File: src/rtl/lag_measure_ctrl_pkg.sv
// Shared definitions for the input-lag measurement controller.
// Holds the sequencer state encoding, the default lag width and the
// flash-frame constants that videogen uses to schedule test flashes.
package lag_measure_ctrl_pkg;

  typedef enum logic [2:0] {
    ST_IDLE    = 3'd0,
    ST_ARM     = 3'd1,
    ST_MEASURE = 3'd2,
    ST_HOLD    = 3'd3,
    ST_DONE    = 3'd4
  } state_t;

  // Width of lag values in microseconds; must be able to hold the timeout.
  localparam int LAG_LAT_W = 20;

  // Flash schedule used by videogen: one lit test field every N frames.
  localparam int FLASH_PERIOD_FRAMES = 30;
  localparam int FLASH_ON_FRAMES     = 1;

endpackage

File: src/rtl/lag_sync_edge.sv
// Photodiode synchroniser and rising-edge detector.
// Ports:
//   clock  - pixel clock
//   reset  - synchronous, active-high reset
//   sensor - asynchronous comparator output, high means light
//   level  - synchronised sensor level (second flop)
//   rise   - one-cycle pulse on a synchronised rising edge
module lag_sync_edge (
  input  logic clock,
  input  logic reset,
  input  logic sensor,
  output logic level,
  output logic rise
);

  logic s1;
  logic s2;
  logic sd;

  always_ff @(posedge clock) begin
    if (reset) begin
      s1 <= 1'b0;
      s2 <= 1'b0;
      sd <= 1'b0;
    end else begin
      s1 <= sensor;
      s2 <= s1;
      sd <= s2;
    end
  end

  assign level = s2;
  assign rise  = s2 & ~sd;

endmodule

File: src/rtl/lag_measure_ctrl.sv
// Input-lag measurement sequencer.
// Arms on a button press, times each flash from the frame-start pulse to
// the photodiode rising edge in microsecond ticks, and accumulates
// last/min/max/average over SAMPLES measurements before triggering the
// text report.
//
// state   | meaning
// --------+---------------------------------------------------------
// IDLE    | no run in progress, statistics held
// ARM     | waiting for the next flash frame start
// MEASURE | counting ticks until photodiode edge or timeout
// HOLD    | waiting for the flash to go dark before re-arming
// DONE    | one cycle: pulse textgen_trigger, latch average
//
// Ports:
//   clock, reset      - pixel clock, synchronous active-high reset
//   starttrigger      - one-cycle pulse when a flash frame begins
//   sensor            - asynchronous photodiode comparator
//   button            - one-cycle request to (re)start a run
//   busy              - high in ARM, MEASURE and HOLD
//   textgen_trigger   - one-cycle pulse when a run completes
//   timeout           - sticky, a sample in this run timed out
//   sample_count      - valid samples taken in this run
//   lag_last/min/max  - sample statistics in us
//   lag_avg           - mean of the samples, updated when a run completes
module lag_measure_ctrl
  import lag_measure_ctrl_pkg::*;
#(
  parameter int US_DIV     = 74,
  parameter int SAMPLES    = 16,
  parameter int TIMEOUT_US = 500000,
  parameter int LAT_W      = LAG_LAT_W
) (
  input  logic             clock,
  input  logic             reset,
  input  logic             starttrigger,
  input  logic             sensor,
  input  logic             button,
  output logic             busy,
  output logic             textgen_trigger,
  output logic             timeout,
  output logic [7:0]       sample_count,
  output logic [LAT_W-1:0] lag_last,
  output logic [LAT_W-1:0] lag_min,
  output logic [LAT_W-1:0] lag_max,
  output logic [LAT_W-1:0] lag_avg
);

  localparam int PW    = $clog2(US_DIV);
  localparam int SW    = $clog2(SAMPLES);
  localparam int SUM_W = LAT_W + SW;

  state_t             state;
  state_t             next_state;
  logic [PW-1:0]      presc;
  logic [LAT_W-1:0]   tick;
  logic [SUM_W-1:0]   sum;
  logic               level;
  logic               rise;
  logic               clear_run;
  logic               start_meas;
  logic               capture;
  logic               timed_out;
  logic               tick_at_limit;

  lag_sync_edge u_sync (
    .clock  (clock),
    .reset  (reset),
    .sensor (sensor),
    .level  (level),
    .rise   (rise)
  );

  assign tick_at_limit = (tick == LAT_W'(TIMEOUT_US));

  always_ff @(posedge clock) begin
    if (reset) state <= ST_IDLE;
    else       state <= next_state;
  end

  always_comb begin
    next_state = state;
    clear_run  = 1'b0;
    start_meas = 1'b0;
    capture    = 1'b0;
    timed_out  = 1'b0;
    if (button) begin
      // A button press restarts the run from any state, even mid-capture.
      clear_run  = 1'b1;
      next_state = ST_ARM;
    end else begin
      case (state)
        ST_IDLE: ;
        ST_ARM: begin
          if (starttrigger) begin
            start_meas = 1'b1;
            next_state = ST_MEASURE;
          end
        end
        ST_MEASURE: begin
          // An edge on the same cycle as the limit is still a valid sample.
          if (rise) begin
            capture    = 1'b1;
            next_state = (sample_count == 8'(SAMPLES - 1)) ? ST_DONE : ST_HOLD;
          end else if (tick_at_limit) begin
            timed_out  = 1'b1;
            next_state = ST_HOLD;
          end
        end
        ST_HOLD: begin
          if (!level) next_state = ST_ARM;
        end
        ST_DONE: next_state = ST_IDLE;
        default: next_state = ST_IDLE;
      endcase
    end
  end

  assign busy            = (state == ST_ARM) || (state == ST_MEASURE) || (state == ST_HOLD);
  assign textgen_trigger = (state == ST_DONE) && !button;

  always_ff @(posedge clock) begin
    if (reset) begin
      presc        <= '0;
      tick         <= '0;
      sum          <= '0;
      sample_count <= '0;
      timeout      <= 1'b0;
      lag_last     <= '0;
      lag_min      <= '1;
      lag_max      <= '0;
      lag_avg      <= '0;
    end else begin
      if (clear_run) begin
        sum          <= '0;
        sample_count <= '0;
        timeout      <= 1'b0;
        lag_last     <= '0;
        lag_min      <= '1;
        lag_max      <= '0;
      end

      if (start_meas) begin
        presc <= '0;
        tick  <= '0;
      end else if (state == ST_MEASURE) begin
        if (presc == PW'(US_DIV - 1)) begin
          presc <= '0;
          if (!tick_at_limit) tick <= tick + LAT_W'(1);
        end else begin
          presc <= presc + PW'(1);
        end
      end

      if (capture) begin
        lag_last     <= tick;
        sum          <= sum + SUM_W'(tick);
        sample_count <= sample_count + 8'd1;
        // First sample seeds both extremes regardless of the reset values.
        if (sample_count == 8'd0 || tick < lag_min) lag_min <= tick;
        if (sample_count == 8'd0 || tick > lag_max) lag_max <= tick;
      end

      if (timed_out) timeout <= 1'b1;

      if (textgen_trigger) lag_avg <= LAT_W'(sum >> SW);
    end
  end

endmodule

File: config.mk
export PLATFORM = sky130hd
export DESIGN_NAME = lag_measure_ctrl
export DESIGN_NICKNAME = d
export VERILOG_FILES = /design/src/rtl/lag_measure_ctrl_pkg.sv /design/src/rtl/lag_sync_edge.sv /design/src/rtl/lag_measure_ctrl.sv
export SDC_FILE = /design/constraint.sdc
export NUM_CORES = 1
export LEC_CHECK = 0
export BUFFER_PORTS_ARGS = -buffer_cell sky130_fd_sc_hd__buf_2
export CORE_ASPECT_RATIO = 2
export CORE_MARGIN = 3
export CORE_UTILIZATION = 30
export DETAILED_ROUTE_END_ITERATION = 8
export GPL_ROUTABILITY_DRIVEN = 0
export GPL_TIMING_DRIVEN = 0
export SLEW_MARGIN = 20
export SYNTH_ARGS = -nofsm -noshare
export SYNTH_HDL_FRONTEND = slang
export SYNTH_SLANG_ARGS = --single-unit
File: constraint.sdc
create_clock -name clock -period 2.33 [get_ports clock]
set_input_delay 0.233 -clock clock [delete_from_list [all_inputs] [get_ports clock]]
set_output_delay 0.233 -clock clock [all_outputs]
set_load 0.01 [all_outputs]
**Yosys cells after proc, flatten, opt, wreduce, memory -nomap -nowiden**

Cells that the tools add are included.

- Add/subtract/negate cells: 4
- $lt $le $gt $ge: 2
- Equality and inequality tests: 14
- Mux-type cells: 33
- Bitwise gates (word level): 4
- Reduce and logical (&&, ||, !) cells: 15

Operators by type and width:

| cell | number |
|---|---|
| 20-bit two-way mux | 8 |
| 24-bit two-way mux | 2 |
| 24-bit by 20-bit adder with 24-bit output | 1 |
| 20-bit by 1-bit adder with 20-bit output (second input constant) | 1 |
| 20-bit by 19-bit == test with 1-bit output (second input constant) | 1 |
| 20-bit greater-than comparator | 1 |
| 20-bit less-than comparator | 1 |
| 8-bit two-way mux | 2 |
| 3-bit two-way mux | 5 |
| 1-bit two-way mux | 14 |
| 3-bit one-hot mux with 4 select lines | 1 |
| 3-bit inequality test (second input constant) | 3 |
| 8-bit by 1-bit adder with 8-bit output (second input constant) | 1 |
| 8-bit by 4-bit == test with 1-bit output (second input constant) | 1 |
| 8-bit zero test | 1 |
| 4-bit AND reduction | 2 |
| 7-bit by 1-bit adder with 7-bit output (second input constant) | 1 |
| 7-bit == test (second input constant) | 1 |
| 7-bit two-way mux | 1 |
| 3-bit by 2-bit == test with 1-bit output (second input constant) | 2 |
| 2-bit inequality test (second input constant) | 3 |
| 1-bit logical OR | 4 |
| 4-bit inequality test (second input constant) | 1 |
| 2-bit nonzero test | 2 |
| 9 further kinds | 12 |

- Flip-flop bits (word level): 146
- Bits of input ports: 5
- Output and inout port bits: 91
- Logic and storage cells: 86

**Depth between registers and ports, before layout**

- Depth in word-level cells: 6
- Gate-level depth with buffers: 10
- Mapped depth without buffers: 9

**By module**

A second synthesis with hierarchy kept.

- Cells, all modules: 938
- Area total of the unflattened synthesis: 7649.8 µm²

By module, submodules not included:

| module | times used | cells each | area each (µm²) | seq. area each (µm²) |
|---|---|---|---|---|
| lag_measure_ctrl | 1 | 931 | 7562.3 | 2862.7 |
| lag_sync_edge | 1 | 7 | 87.6 | 60.1 |

**Worst setup path after synthesis**

No wires, ideal clock.

- Path kind: register to register
- Start: reg lag_max[9]
- End: reg lag_max[18]
- Library setup time: 0.062 ns
- Data arrival time: 2.111 ns
- Data required time: 2.268 ns
- Slack: 0.157 ns
- Stages on the path, launching flop included: 11
- Buffers on the path: 2
- Period minus slack after synthesis: 2.173 ns
- Cell sequence: dfxtp_1 > inv_1 > ha_1 > a21oi_1 > o21ai_0 > nand2b_1 > nor4b_1 > clkbuf_1 > clkbuf_1 > a32oi_1 > nand3_1

- Longest elaborated chain between the ends: 4

RTL lines:

| what | RTL line | text |
|---|---|---|
| from (decl) | lag_measure_ctrl.sv:45 | `output logic [LAT_W-1:0] lag_max,` |
| from (signal assigned) | lag_measure_ctrl.sv:161 | `if (sample_count == 8'd0 \|\| tick > lag_max) lag_max <= tick;` |
| 20-bit greater-than comparator | lag_measure_ctrl.sv:161 |  |
| 1-bit logical OR | lag_measure_ctrl.sv:161 |  |
| 20-bit two-way mux | lag_measure_ctrl.sv:161 |  |
| 20-bit two-way mux | lag_measure_ctrl.sv:155 | `if (capture) begin` |

Every way passes these cells.
A chain may end at the register's enable or synchronous reset.

**Worst setup path after layout**

- Start: reg lag_max[13]
- End: reg lag_max[10]

The elaborated chain is that of the path after synthesis.

==> impl_metrics.tcl <==
set metrics [dict create \
    status "finished clean" \
    grt_overflow 0 \
    grt_pass1_wl_um 44090 \
    numCtsBuffers 17 \
    diodes 0 \
    grt_usage_pct 19.28 \
    path_class "reg -> reg" \
    ys_seq_elements 146 \
    worstRegToRegCells 9 \
    min_period_ns 2.293 \
    fmax_ghz 0.4362 \
    relSlewSlack_pct 37.37 \
    std_cell_rows 85 \
    yosysTopAreaCell "dfxtp_1" \
    design.portCount 96 \
    worst-r2r-setup-slack_ns 0.04 \
    p_int_mw 4.112 \
    dieArea_um2 29980 \
    htreeDepth 4 \
    regArea_um2 3003 \
    path_max_fanout 6 \
    area_delta_synth_final_pct 28.40 \
    synth_edf_count 0 \
    synth_most_common_cell "nand2_1" \
    reg2reg_from "lag_max[13]$_SDFF_PP0_" \
    drt-initial-drc-count 395 \
    multiInputGateArea_um2 5308 \
    fin_total_pwr_mw 5.430 \
    whs_path_depth 3 \
    ir_drop_mv 0.4991 \
    port_buffers 94 \
    cts_tree "yes" \
    finalSetupViolCount 0 \
    ys_warn_count 0 \
    arrival_ns 2.67 \
    via_per_inst 5.289 \
    dr_total_vias 8182 \
    syn-cell-area_um2 8346 \
    ys_top_cells_by_area "dfxtp_1 (35%), ha_1 (9.7%), nand2_1 (6.9%)" \
    drv_cap 0 \
    synthCells 1038 \
    grt_pass1_vias 8173 \
    seq_power_share_pct 45.8 \
    leakage_nw 4.393 \
    routedWlPerCell_um 18.62 \
    switching_share_pct 24.27 \
    fin_crit_sh_pct 98.39 \
    cp-end-kind "register" \
    syn-num-nets 1109 \
    synth.top_cells.by_count "nand2_1 (153), dfxtp_1 (146), nor2_1 (95)" \
    start_kind "register" \
    ys.flop_type "dfxtp_1" \
    clk_latency_ns 0.44 \
    dieHeight_um 241.9 \
    clock_skew_ns 0.008175 \
    synth_top_area_share_pct 35.02 \
    drc 0 \
    clock-sinks 146 \
    timing.final.ws_setup_ns 0.03745 \
    cts_root_buffer "clkbuf_16" \
    wl_um 28810 \
    hold_viol 0 \
    cts_buffer_depth 2 \
    yosysUniqueCellTypes 62 \
    drt_first_pass_iters 7 \
    core_um2 27120 \
    switching_power_mw 1.318 \
    fillers 2800 \
    grt_max_degree 17 \
    antenna_left 0 \
    power_density_nw_per_um2 506.7 \
    syn_area_per_cell_um2 8.040 \
    synthArstFlopShare_pct 0 \
    dp_slack_ns -0.8051 \
    min_to "state[1]$_SDFFE_PP0P_" \
    start_util_pct 30.77 \
    combPwrFrac_pct 3.1 \
    slew_violations 0 \
    crit_required_ns 2.71 \
    rr_endpoint "lag_max[10]$_SDFF_PP0_" \
    p_clk_share_pct 51.1 \
    antenna_found_initial 0 \
    rsz0062_at_grt "yes" \
    worst_slew_pin_slew_ns 0.9395 \
    hold_path_startpoint "starttrigger" \
    drive_gt1_share_pct 25.60 \
    final_nets 1257 \
    path_clk_slew_ns 0.07 \
    dp_hpwl_um 21440 \
    die_w_um 123.9 \
    ys_seq_area_share_pct 35.02 \
    hold_class "in -> reg" \
]
## registers in the layout, summed over array words and instances (netlist names)
register,cells
state,3
presc,7
lag_min,20
sum,24
u_sync.sd,1
lag_avg,20
u_sync.s1,1
u_sync.level,1
timeout,1
lag_last,20
sample_count,8
tick,20
lag_max,20
## how the worst max path moves through the flow
stage | from | endpoint | slack, ns | cells after the start
finish | lag_max[13]$_SDFF_PP0_ | lag_max[10]$_SDFF_PP0_ | 0.04 | 9
global route | tick[7]$_SDFFE_PP0P_ | tick[17]$_SDFFE_PP0P_ | -0.02 | 7
CTS | lag_min[2]$_SDFF_PP1_ | lag_min[7]$_SDFF_PP1_ | 0.004 | 10
detailed placement | tick[19]$_SDFFE_PP0P_ | lag_max[17]$_SDFF_PP0_ | -0.81 | 9
global placement | tick[19]$_SDFFE_PP0P_ | lag_max[2]$_SDFF_PP0_ | -0.86 | 9
floorplan | lag_max[9]$_SDFF_PP0_ | lag_max[18]$_SDFF_PP0_ | 0.16 | 10
## per-stage QoR
| stage | setup TNS, ns | instance area, um2 | utilization (%) | hold WS [ns] | instances |
|---|---|---|---|---|---|
| floorplan | 0 | 8346 | - | 0.3612 | 1038 |
| detailed placement | -40.11 | 9251 | 34.11 | 0.4411 | 1480 |
| global route | -0.08405 | 10720 | 39.51 | 0.1302 | 1547 |
| CTS | 0 | 10250 | 37.78 | 0.1076 | 1529 |
| global placement | -39.29 | 9251 | 34.11 | 0.4213 | 1480 |
| finish | 0 | 10720 | 39.51 | 0.1165 | 1547 |
## routing by layer
layer	GRT usage (%)	vias up	part of all wire, %
met5	0	-	0
li1	-	3952	-
met3	3.250	131	3.9
met4	15.46	0	8.9
met2	35.26	254	54
met1	18.03	3845	34
## kinds of logic after synthesis
kind of cell | after synthesis | share of synthesized area, %
compound gates | 208 | 15.91
xor+xnor | 35 | 3.673
fa+ha+maj | 66 | 9.985
buf+inv | 125 | 6.147
flops | 146 | 35.02
mux | 28 | 3.373
simple gates | 430 | 25.89
## power groups by stage
stage | Combinational, mW | Sequential [mW] | Clock, mW
after floorplan | 0.0992 | 2.56 | 0
after global placement | 0.161 | 2.56 | 0
after detailed placement | 0.162 | 2.56 | 0
after CTS | 0.166 | 2.49 | 2.83
after global routing | 0.180 | 2.49 | 2.90
final | 0.167 | 2.49 | 2.77
## cell type report
type                            count  area share, %
Multi-Input combinational cell    767          49.53
Sequential cell                   146          28.02
Timing Repair Buffer              130          7.496
Tap cell                          348          4.064
Clock buffer                       18          4.005
Buffer                             68          3.445
Inverter                           56          1.962
Clock inverter                     14          1.471
## critical path, cell delays in order, from the launching register on
cell       delay, ns
dfxtp_2         0.35
inv_2           0.05
ha_4            0.23
a21o_1          0.18
a21o_1          0.19
a21oi_2         0.19
o2111ai_4       0.25
buf_6           0.23
or4_4           0.48
nand3_2         0.08
## cell usage in the layout (no fill, tap or decap), types with 15 or more instances in the layout
cell type / count
a21oi_1: 83
a32oi_1: 18
buf_2: 106
buf_4: 28
clkbuf_1: 38
clkbuf_16: 18
dfxtp_1: 108
dfxtp_2: 25
ha_1: 56
inv_1: 52
mux2i_1: 27
nand2_1: 153
nand3_1: 39
nor2_1: 94
nor3_1: 29
nor3b_2: 15
o21ai_0: 21
or4_1: 15
xnor2_1: 25
## repair_timing
item,CTS,global route
resized for setup,93,84
pin swaps,11,22
setup buffers,11,18
setup endpoints to repair,75,68
hold buffers,1,0
cloned,5,1
hold endpoints to repair,1,0
(Power assumes the default switching activity.)
